--- config.mk ---
export PLATFORM = sky130hd
export DESIGN_NAME = serial_shiftin_receiver
export DESIGN_NICKNAME = d
export VERILOG_FILES = /design/src/rtl/serial_shiftin_receiver_pkg.sv /design/src/rtl/serial_shiftin_receiver_rx_hold_reg.sv /design/src/rtl/serial_shiftin_receiver.sv
export SDC_FILE = /design/constraint.sdc
export NUM_CORES = 1
export LEC_CHECK = 0
export BUFFER_PORTS_ARGS = -buffer_cell sky130_fd_sc_hd__buf_2
export CAP_MARGIN = 15
export CORE_UTILIZATION = 55
export DETAILED_ROUTE_END_ITERATION = 6
export GPL_ROUTABILITY_DRIVEN = 0
export PLACE_DENSITY = 0.8
export REMOVE_ABC_BUFFERS = 1
export SYNTH_ARGS = -nofsm -noshare
export SYNTH_HDL_FRONTEND = slang
export SYNTH_SLANG_ARGS = --single-unit
--- constraint.sdc ---
create_clock -name Clock -period 2.5 [get_ports Clock]
set_clock_uncertainty 0.05 [all_clocks]
set_input_delay 0.125 -clock Clock [delete_from_list [all_inputs] [get_ports Clock]]
set_output_delay 0.125 -clock Clock [all_outputs]
set_load 0.1 [all_outputs]
--- src/rtl/serial_shiftin_receiver_pkg.sv ---
// Shared word width, receiver state encoding and counter-width helper
// for the MSB-first serial receiver and its holding register.
package serial_shiftin_receiver_pkg;

    localparam int WIDTH = 32;

    typedef enum logic {
        RX_IDLE  = 1'b0,
        RX_SHIFT = 1'b1
    } rx_state_t;

    function automatic int clog2_cnt(input int size);
        return $clog2(size + 1);
    endfunction

endpackage

--- src/rtl/serial_shiftin_receiver_rx_hold_reg.sv ---
// One-entry valid/ready holding register with a sticky overrun flag.
// Latency: load to valid in 1 cycle. A load while full and not drained is dropped.
module serial_shiftin_receiver_rx_hold_reg #(
    parameter int SIZE = 32
) (
    input  logic            clk_i,
    input  logic            rst_n_i,
    input  logic            load_i,
    input  logic [SIZE-1:0] word_i,
    input  logic            ready_i,
    output logic [SIZE-1:0] data_o,
    output logic            valid_o,
    output logic            overrun_o
);

    logic [SIZE-1:0] data_q;
    logic            valid_q;
    logic            overrun_q;

    always_ff @(posedge clk_i) begin
        if (!rst_n_i) begin
            data_q    <= '0;
            valid_q   <= 1'b0;
            overrun_q <= 1'b0;
        end else if (load_i) begin
            // A word draining this same cycle frees the slot for the new one.
            if (valid_q && !ready_i) begin
                overrun_q <= 1'b1;
            end else begin
                data_q  <= word_i;
                valid_q <= 1'b1;
            end
        end else if (valid_q && ready_i) begin
            valid_q <= 1'b0;
        end
    end

    assign data_o    = data_q;
    assign valid_o   = valid_q;
    assign overrun_o = overrun_q;

endmodule

--- src/rtl/serial_shiftin_receiver.sv ---
// MSB-first serial-to-parallel receiver feeding a one-entry valid/ready output register.
// Word valid 1 cycle after its last bit; completions while the output is stalled set oOverrun.
module serial_shiftin_receiver
    import serial_shiftin_receiver_pkg::*;
#(
    parameter int SIZE  = WIDTH,
    parameter int CNT_W = clog2_cnt(SIZE)
) (
    input  logic             Clock,
    input  logic             Reset,
    input  logic             iFrameStart,
    input  logic             iSerialValid,
    input  logic             iSerialBit,
    input  logic             iDataReady,
    output logic [SIZE-1:0]  oData,
    output logic             oDataValid,
    output logic             oBusy,
    output logic             oOverrun,
    output logic [CNT_W-1:0] oBitCount
);

    rx_state_t        state_q, state_d;
    logic [SIZE-1:0]  shreg_q, shreg_d, shreg_base;
    logic [CNT_W-1:0] cnt_q, cnt_d, cnt_base;
    logic [SIZE-1:0]  word;
    logic             load;

    always_comb begin
        shreg_base = iFrameStart ? '0 : shreg_q;
        cnt_base   = iFrameStart ? '0 : cnt_q;
        word       = {shreg_base[SIZE-2:0], iSerialBit};
        shreg_d    = shreg_base;
        cnt_d      = cnt_base;
        load       = 1'b0;
        if (iSerialValid) begin
            if (cnt_base == CNT_W'(SIZE - 1)) begin
                load    = 1'b1;
                shreg_d = '0;
                cnt_d   = '0;
            end else begin
                shreg_d = word;
                cnt_d   = cnt_base + 1'b1;
            end
        end
        state_d = (cnt_d == '0) ? RX_IDLE : RX_SHIFT;
    end

    always_ff @(posedge Clock) begin
        if (!Reset) begin
            state_q <= RX_IDLE;
            shreg_q <= '0;
            cnt_q   <= '0;
        end else begin
            state_q <= state_d;
            shreg_q <= shreg_d;
            cnt_q   <= cnt_d;
        end
    end

    serial_shiftin_receiver_rx_hold_reg #(
        .SIZE (SIZE)
    ) u_hold (
        .clk_i     (Clock),
        .rst_n_i   (Reset),
        .load_i    (load),
        .word_i    (word),
        .ready_i   (iDataReady),
        .data_o    (oData),
        .valid_o   (oDataValid),
        .overrun_o (oOverrun)
    );

    assign oBusy     = (state_q == RX_SHIFT);
    assign oBitCount = cnt_q;

endmodule

==> flow_metrics.env <==
export IMPL_status="finished, final reports clean"
export IMPL_antenna_found_initial=0
export IMPL_final_max_slew_viol_count=0
export IMPL_met1_length_um=2840
export IMPL_initial_core_util=0.583
export IMPL_met2WireLength_um=2910
export IMPL_core_um2=5200
export IMPL_post_dp_cell_area_um2=3300
export IMPL_fillers=452
export IMPL_synthCells=342
export IMPL_cts_resized_gates=0
export IMPL_worstPathCellList="nor2b_1 -> ha_1 -> nand2b_1 -> nor4_4 -> buf_4 -> nand3b_1 -> a21boi_2"
export IMPL_p_leak_nw=1.27
export IMPL_required_ns=2.74
export IMPL_fin_hold_ws_ns=0.0592
export IMPL_wl_met3_um=322
export IMPL_rsz0062_at_grt="false"
export IMPL_layout_drive_gt1_share=0.238
export IMPL_synth_area_um2=3030
export IMPL_grt_overflow=0
export IMPL_setup_viol=0
export IMPL_path_clk_slew_ns=0.08
export IMPL_n_antenna_cell=0
export IMPL_drt_iter0_drc=249
export IMPL_die_h_um=76.3
export IMPL_worstSetupPathType="register to register"
export IMPL_mostFrequentLayoutCell="dfxtp_1"
export IMPL_fin_setup_tns_ns=0
export IMPL_grt_total_usage=0.229
export IMPL_grt_first_pass_wirelength_um=10500
export IMPL_endpoint_kind="register"
export IMPL_worstSetupStartpointType="register"
export IMPL_relSlewSlack=0.676
export IMPL_fin_area_um2=3490
export IMPL_yosysTopAreaCellShare=0.475
export IMPL_ir_worst_vdd_uv=438
export IMPL_io_buffer_count=46
export IMPL_std_cell_rows=26
export IMPL_critPathTopFamily="simple AND/OR/NAND/NOR gates"
export IMPL_clk_path_buf_depth=2
export IMPL_post_cts_setup_buffers=0
export IMPL_cp_slowest_stage_delay_ns=0.40
export IMPL_dp_cells=440
export IMPL_dieWidth_um=76.3
export IMPL_cp_buffers_inverters=1
export IMPL_power_density_nw_per_um2=607
export IMPL_antenna_left=0
export IMPL_boundaryPins=47
export IMPL_setup_ws_ns=0.387
export IMPL_multiInputGateArea_um2=1460
export IMPL_die_area_um2=5820
export IMPL_arrival_ns=2.35
export IMPL_drv_cap=0
export IMPL_yosys_warnings=0
export IMPL_drt_total_wl_um=6160
export IMPL_drc=0
export IMPL_cts_tree="built"
export IMPL_viasPerCell=5.43
export IMPL_topRoutingLayerUsed="met4"
export IMPL_yosys_area_top_type="dfxtp_1"
export IMPL_vias=2483
export IMPL_grt_pass1_vias=2325
export IMPL_synth_avg_cell_area_um2=8.87
export IMPL_final_cells=457
export IMPL_root_buffer="clkbuf_8"
export IMPL_yosysSeqAreaShare=0.475
export IMPL_hp_class="input port to register"
export IMPL_ys_top_cells_by_area="dfxtp_1, nand2_1, nand3b_1, a21boi_2, a21oi_1"
export IMPL_clkLatencyLatePin_ns=0.35
export IMPL_worstMarginPinSlew_ns=0.489
export IMPL_period_needed_ns=2.11
export IMPL_ys_seq_elements=72
export IMPL_grt_max_degree=42
export IMPL_fin_crit_sh=0.845
export IMPL_seqCellArea_um2=1440
export IMPL_place_ws_ns=0.431
export IMPL_hold_viol_final=0
export IMPL_synthDistinctLibCells=35
export IMPL_cts_buffers=9
export IMPL_area_growth_pct=15.1
export IMPL_wire_per_inst_um=13.5
export IMPL_cp_slowest_cell="dfxtp_1"
export IMPL_cp_max_fo=23
export IMPL_timing_fmax_mhz=473
export IMPL_hpwlAfterDp_um=3810
export IMPL_cts_sinks=72
export IMPL_drtPass1Iterations=5
export IMPL_nets=389
export IMPL_layout_common_cells="dfxtp_1, nand2_1, buf_2, a21oi_1, nand3b_1"
export IMPL_htree_levels=3
## per-stage QoR
stage,util,power [mW]
2_1_floorplan,-,1.24
4_1_cts,0.671,2.13
5_1_grt,0.671,2.20
3_3_place_gp,0.634,1.29
3_5_place_dp,0.634,1.29
6_report,0.671,2.12
## final timing paths
kind	startpoint	endpoint	slack [ns]	cells past startpoint
hold reg to reg	u_hold.data_o[10]$_SDFFE_PN0P_	u_hold.data_o[10]$_SDFFE_PN0P_	0.40	2
hold / removal	iDataReady	u_hold.valid_o$_SDFFE_PN0P_	0.06	3
setup / recovery	oBitCount[0]$_SDFF_PN0_	u_hold.data_o[6]$_SDFFE_PN0P_	0.39	7
setup reg to reg	oBitCount[0]$_SDFF_PN0_	u_hold.data_o[6]$_SDFFE_PN0P_	0.39	7
## repair_timing
action	4_1_cts	5_1_grt
hold buffers	1	0
hold endpoints to repair	1	0
setup endpoints to repair	0	0
## registers in the layout, indices dropped and copies added (netlist names)
signal / cells
shreg_q: 31
u_hold.overrun_o: 1
oBitCount: 6
oBusy: 1
u_hold.valid_o: 1
u_hold.data_o: 32
## synthesized netlist by cell type (all sizes together)
cell type / number
nand2: 67
a221oi: 1
and3: 1
nand4: 3
a21boi: 33
mux2i: 2
nor4: 1
nand2b: 4
nor3: 2
a211oi: 1
o41a: 1
xor2: 1
and4b: 1
a31oi: 2
nand3: 30
dfxtp: 72
clkbuf: 23
inv: 1
nor2: 2
ha: 1
or2: 1
nand4b: 1
xnor2: 2
o21a: 1
nor2b: 8
a21oi: 33
buf: 5
and2: 3
nand3b: 33
nor3b: 2
o21ai: 4
## worst min-delay path, stage by stage
cell	delay [ns]
buf_2	0.08
nand2b_1	0.12
a21boi_0	0.08
## final cells by class
class | count | area share
well taps | 70 | 0.0251
clock inverters | 2 | 0.00358
clock buffers | 14 | 0.0494
inverters | 1 | 0.00107
multi-input cells | 241 | 0.418
flip-flops and latches | 72 | 0.413
repair buffers | 57 | 0.0903
## routing by layer
layer  vias up  GRT usage
li1       1255          -
met2        75      0.365
met3        10     0.0611
met5         -          0
met1      1143      0.282
met4         0      0.123
## kinds of logic after synthesis
kind of cell | Yosys count | synth area share
compound gates | 76 | 0.181
flops | 72 | 0.475
xor+xnor | 3 | 0.00866
buf+inv | 29 | 0.0437
fa+ha+maj | 1 | 0.00412
simple gates | 159 | 0.281
mux | 2 | 0.00660
## power by group
group	leakage (nW)	internal [mW]	switching, mW
sequential	0.580	1.15	0.00286
combinational	0.595	0.0368	0.0734
clock	0.0927	0.441	0.417
total	1.27	1.63	0.493
Note: power is estimated with default switching activity, not from simulation.
